**src/rtl/read_pack_queue.sv**
```systemverilog
// Narrow-to-wide packer: gathers up to OUT_WIDTH/IN_WIDTH narrow words, LSB-first, into one wide word.
// An accumulator plus an output register let the input run at one word per cycle while the consumer keeps up.
module read_pack_queue #(
   parameter int IN_WIDTH  = 32,
   parameter int OUT_WIDTH = 512
) (
   input  logic                                      clk,
   input  logic                                      reset,
   input  logic [IN_WIDTH-1:0]                       din,
   input  logic                                      vld_in,
   input  logic                                      last_in,
   output logic                                      rdy_upward,
   output logic [OUT_WIDTH-1:0]                      dout,
   output logic [$clog2(OUT_WIDTH/IN_WIDTH):0]       dout_words,
   output logic                                      dout_last,
   output logic                                      vld_out,
   input  logic                                      rdy_downward
);

   localparam int MAX = OUT_WIDTH / IN_WIDTH;
   localparam int CW  = $clog2(MAX);
   localparam int WW  = CW + 1;

   localparam logic [CW-1:0] CNT_ONE  = CW'(1);
   localparam logic [CW-1:0] CNT_LAST = CW'(MAX - 1);
   localparam logic [WW-1:0] WRD_ONE  = WW'(1);

   localparam logic [0:0] ST_FILL  = 1'b0;
   localparam logic [0:0] ST_STALL = 1'b1;

   // Handshake: a word moves upstream when vld_in & rdy_upward at a rising clk edge;
   // a wide word moves downstream when vld_out & rdy_downward at a rising clk edge.
   logic [0:0]           state_q, state_d;
   logic [CW-1:0]        cnt_q, cnt_d;
   logic [OUT_WIDTH-1:0] acc_q, acc_d;
   logic [OUT_WIDTH-1:0] dout_q, dout_d;
   logic [WW-1:0]        words_q, words_d;
   logic                 last_q, last_d;
   logic                 vld_q, vld_d;
   logic [WW-1:0]        pend_words_q, pend_words_d;
   logic                 pend_last_q, pend_last_d;

   logic                 in_accept;
   logic                 closes;
   logic                 out_free;
   logic [WW-1:0]        n_words;
   logic [OUT_WIDTH-1:0] acc_wr;

   assign rdy_upward = (state_q == ST_FILL) && !reset;
   assign in_accept  = vld_in && rdy_upward;
   assign closes     = in_accept && ((cnt_q == CNT_LAST) || last_in);
   assign out_free   = !vld_q || rdy_downward;
   assign n_words    = {1'b0, cnt_q} + WRD_ONE;

   always_comb begin
      state_d      = state_q;
      cnt_d        = cnt_q;
      acc_d        = acc_q;
      dout_d       = dout_q;
      words_d      = words_q;
      last_d       = last_q;
      vld_d        = vld_q;
      pend_words_d = pend_words_q;
      pend_last_d  = pend_last_q;

      // Upper slots of acc are always zero, so writing the current slot leaves them as padding.
      acc_wr = acc_q;
      acc_wr[cnt_q*IN_WIDTH +: IN_WIDTH] = din;

      if (vld_q && rdy_downward) begin
         vld_d = 1'b0;
      end

      case (state_q)
         ST_FILL: begin
            if (in_accept) begin
               if (closes) begin
                  if (out_free) begin
                     dout_d  = acc_wr;
                     words_d = n_words;
                     last_d  = last_in;
                     vld_d   = 1'b1;
                     acc_d   = '0;
                     cnt_d   = '0;
                  end else begin
                     acc_d        = acc_wr;
                     pend_words_d = n_words;
                     pend_last_d  = last_in;
                     state_d      = ST_STALL;
                  end
               end else begin
                  acc_d = acc_wr;
                  cnt_d = cnt_q + CNT_ONE;
               end
            end
         end
         ST_STALL: begin
            // vld_q is always set here, so rdy_downward alone means the old word left.
            if (rdy_downward) begin
               dout_d  = acc_q;
               words_d = pend_words_q;
               last_d  = pend_last_q;
               vld_d   = 1'b1;
               acc_d   = '0;
               cnt_d   = '0;
               state_d = ST_FILL;
            end
         end
         default: begin
            state_d = ST_FILL;
         end
      endcase
   end

   always_ff @(posedge clk or posedge reset) begin
      if (reset) begin
         state_q      <= ST_FILL;
         cnt_q        <= '0;
         acc_q        <= '0;
         dout_q       <= '0;
         words_q      <= '0;
         last_q       <= 1'b0;
         vld_q        <= 1'b0;
         pend_words_q <= '0;
         pend_last_q  <= 1'b0;
      end else begin
         state_q      <= state_d;
         cnt_q        <= cnt_d;
         acc_q        <= acc_d;
         dout_q       <= dout_d;
         words_q      <= words_d;
         last_q       <= last_d;
         vld_q        <= vld_d;
         pend_words_q <= pend_words_d;
         pend_last_q  <= pend_last_d;
      end
   end

   assign dout       = dout_q;
   assign dout_words = words_q;
   assign dout_last  = last_q;
   assign vld_out    = vld_q;

endmodule

```
**config.mk**
```make
export PLATFORM = sky130hd
export DESIGN_NAME = read_pack_queue
export DESIGN_NICKNAME = d
export VERILOG_FILES = /design/src/rtl/read_pack_queue.sv
export SDC_FILE = /design/constraint.sdc
export NUM_CORES = 2
export LEC_CHECK = 0
export BUFFER_PORTS_ARGS = -buffer_cell sky130_fd_sc_hd__buf_2
export CORE_MARGIN = 2
export CORE_UTILIZATION = 58
export CTS_CLUSTER_DIAMETER = 150
export DETAILED_ROUTE_END_ITERATION = 6
export PLACE_DENSITY = 0.8
export SLEW_MARGIN = 20
export SYNTH_ARGS = -nofsm -noshare
export SYNTH_HDL_FRONTEND = slang
export SYNTH_SLANG_ARGS = --single-unit
```
**constraint.sdc**
```tcl
create_clock -name clk -period 44.9 [get_ports clk]
set_input_delay 4.49 -clock clk [delete_from_list [all_inputs] [get_ports clk]]
set_output_delay 4.49 -clock clk [all_outputs]
set_load 0.02 [all_outputs]
```
==> results.cfg <==
[status]
outcome = complete, but fails checks
violations = design-rule violations

[synthesis]
async_reset_ff_frac = 1.00
seq_area_frac_synth = 0.571
ys_seq_elements = 1042
synth_area_leaders = dfrtp_1 (57%), a22o_1 (6.2%), o21ai_0 (3.7%)
yosysTopAreaCellShare = 0.571
netlist_area_um2 = 45700
syn_area_per_cell_um2 = 10.5
syn_inst = 4360
synth_ff_type = dfrtp_1
synth_cell_types = 66
synth_top_cells_by_count = dfrtp_1 (1042), clkbuf_1 (369), o21ai_0 (340)
post-synth-top-count-cell = dfrtp_1
synth_edf_count = 0
synth_largest_area_cell = dfrtp_1
synth_warnings = 0
syn_nets = 4400

[clock_tree]
htree_levels = 3
clk_pin_slew_ps = 60
post_cts_resized = 0
worstSkewPairLatency_ps = 680
cts_tree = yes
cts.sinks = 1042
clk_path_buf_depth = 3
hold_buffers = 0
root_buffer = clkbuf_16
cts_buffers = 106
cts_setup_buffers = 0

[sta]
setup-tns-final_ps = 0
rsz0062_at_grt = false
finalCritPeriodShare = 0.209
min_period_ps = 9410
finalSetupViolations = 0
worst_clock_skew_ps = 20.5
slew_headroom = 0.175
tightest_slew_ps = 1240
slew_violations = 0
hold_violations = 0
final.setup.worst_slack_ps = 35490
fmax_mhz = 106

[global_routing]
antenna_found_initial = 10
gr-total-overflow = 0
grt_use_total = 0.384
grt_pass1_wl_um = 239000
grt_max_degree = 235
grt_pass1_vias = 37909

[final_layout]
fin_cells = 5700
final_nets = 4612
drive_gt1_frac = 0.189
design_area_um2 = 52200
areaGrowthSynthToFinish_pct = 14.1

[critical_path]
critPathLaunchType = input pin
r2r-start = cnt_q[0]
worstPathRequired_ps = 40410
cp_max_fo = 5
reg2reg_to = acc_q[267]
worstSetupStartpoint = reset
rr_worst_depth = 9
cp_data_arrival_time_ps = 4920
criticalPathCategory = input pin to primary output
r2r_slack_ps = 40160
crit_end = rdy_upward
worstSetupEndpointType = primary output

[power]
max-vdd-ir-drop_v = 0.0000410
p_leak_nw = 22.9
power.density_nw_per_um2 = 47.9

[placement]
dp_slack_ps = 35500
place_inst = 5503
placed_area_um2 = 48500
port_buffers = 556
dpl.hpwl_um = 89200
gp_congestion = 0.858

[routing]
drtIter0Drc = 5822
drc = 4
viasPerCell = 6.93
dr.pass1.iters = 7
route.vias.total = 39506
routedWlPerCell_um = 27.8
drt-total-wl_um = 159000
ant_nets = 0

[floorplanning]
io_pins = 557
fp.coreArea_um2 = 77700
chipHeight_um = 285
initial_core_util = 0.588
die_w_um = 285
die_area_um2 = 81100
row_count = 102

[job]
max-cap-violations = 0

[hold_path]
hold_class = flop to flop
==> sequential cells by signal, indices dropped and copies added, names as in the netlist <==
name / cells
vld_out: 1
acc_q: 512
dout_last: 1
cnt_q: 4
pend_words_q: 5
dout: 512
dout_words: 5
pend_last_q: 1
state_q: 1
==> layout make-up <==
type / count / area, µm²
Clock inverter: 31 / 459
Tap cell: 1040 / 1300
Timing Repair Buffer: 647 / 3540
Clock buffer: 154 / 3110
Fill cell: 5850 / 25600
Sequential cell: 1042 / 26100
Multi-Input combinational cell: 2705 / 17400
Antenna cell: 11 / 27.5
Inverter: 70 / 270
==> cell families (layout without fill, tap and decap cells) <==
family | count (synthesis) | in the layout | synth area share
AO/OA/AOI/OAI | 1538 | 1538 | 0.238
adder cells (fa/ha/maj) | 3 | 3 | 0.000821
multiplexers | 133 | 133 | 0.0292
flip-flops | 1042 | 1042 | 0.571
AND/OR/NAND/NOR | 1027 | 1027 | 0.105
other | 0 | 11 | 0
XOR/XNOR | 4 | 4 | 0.00118
buffers and inverters | 613 | 902 | 0.0558
==> power by group <==
group | switching (mW) | leakage, nW | internal (mW)
Combinational | 0.373 | 7.22 | 0.125
Sequential | 0.0714 | 13.9 | 1.02
Clock | 0.381 | 1.74 | 0.527
==> per-stage QoR <==
stage	hold slack [ps]	util	total power, mW
2_1_floorplan	445	-	1.39
3_3_place_gp	456	0.624	1.59
3_5_place_dp	465	0.624	1.59
4_1_cts	477	0.670	2.49
5_1_grt	490	0.671	2.58
6_report	473	0.671	2.50
==> layout by cell type (no fill, tap or decap), drive strengths merged, types with 4 or more instances in the layout <==
cell type,synthesis,final
a32oi,85,85
bufinv,0,8
nand2,314,314
nor4,6,6
and3,38,38
a21oi,70,70
nor2,297,297
nor3b,4,4
a32o,124,124
buf,174,647
nand4,98,98
o32ai,61,61
diode,0,11
clkbuf,369,154
nand3,132,132
o21ai,501,501
a31oi,229,229
nor3,77,77
mux2i,132,132
dfrtp,1042,1042
or3b,5,5
clkinvlp,0,5
a2111oi,6,6
a22oi,78,78
clkinv,0,16
nor2b,34,34
a211oi,5,5
o211ai,33,33
inv,70,72
a22o,326,326
nor4b,6,6
==> worst min-delay path by stage <==
stage	from	depth (start not counted)	endpoint	slack [ps]
floorplan	pend_words_q[3]	2	pend_words_q[3]	450
global placement	pend_words_q[3]	2	pend_words_q[3]	460
detailed placement	dout[357]	2	dout[357]	460
CTS	dout[357]	2	dout[357]	480
global route	acc_q[272]	1	acc_q[272]	490
finish	dout[44]	2	dout[44]	470
==> worst max-delay path, stage by stage <==
cell and delay [ps]:
buf_2 160, nor2_1 100, buf_2 170
==> metal layers <==
| metal | global-route usage | part of all wire | vias up | routed length, µm |
|---|---|---|---|---|
| met4 | 0.229 | 0.065 | 2 | 10300 |
| met5 | 0 | 0.000082 | - | 13 |
| met2 | 0.563 | 0.45 | 2781 | 70600 |
| li1 | - | - | 16547 | - |
| met3 | 0.113 | 0.12 | 508 | 19600 |
| met1 | 0.509 | 0.37 | 19668 | 58100 |
Note: power is estimated with default switching activity, not from simulation.
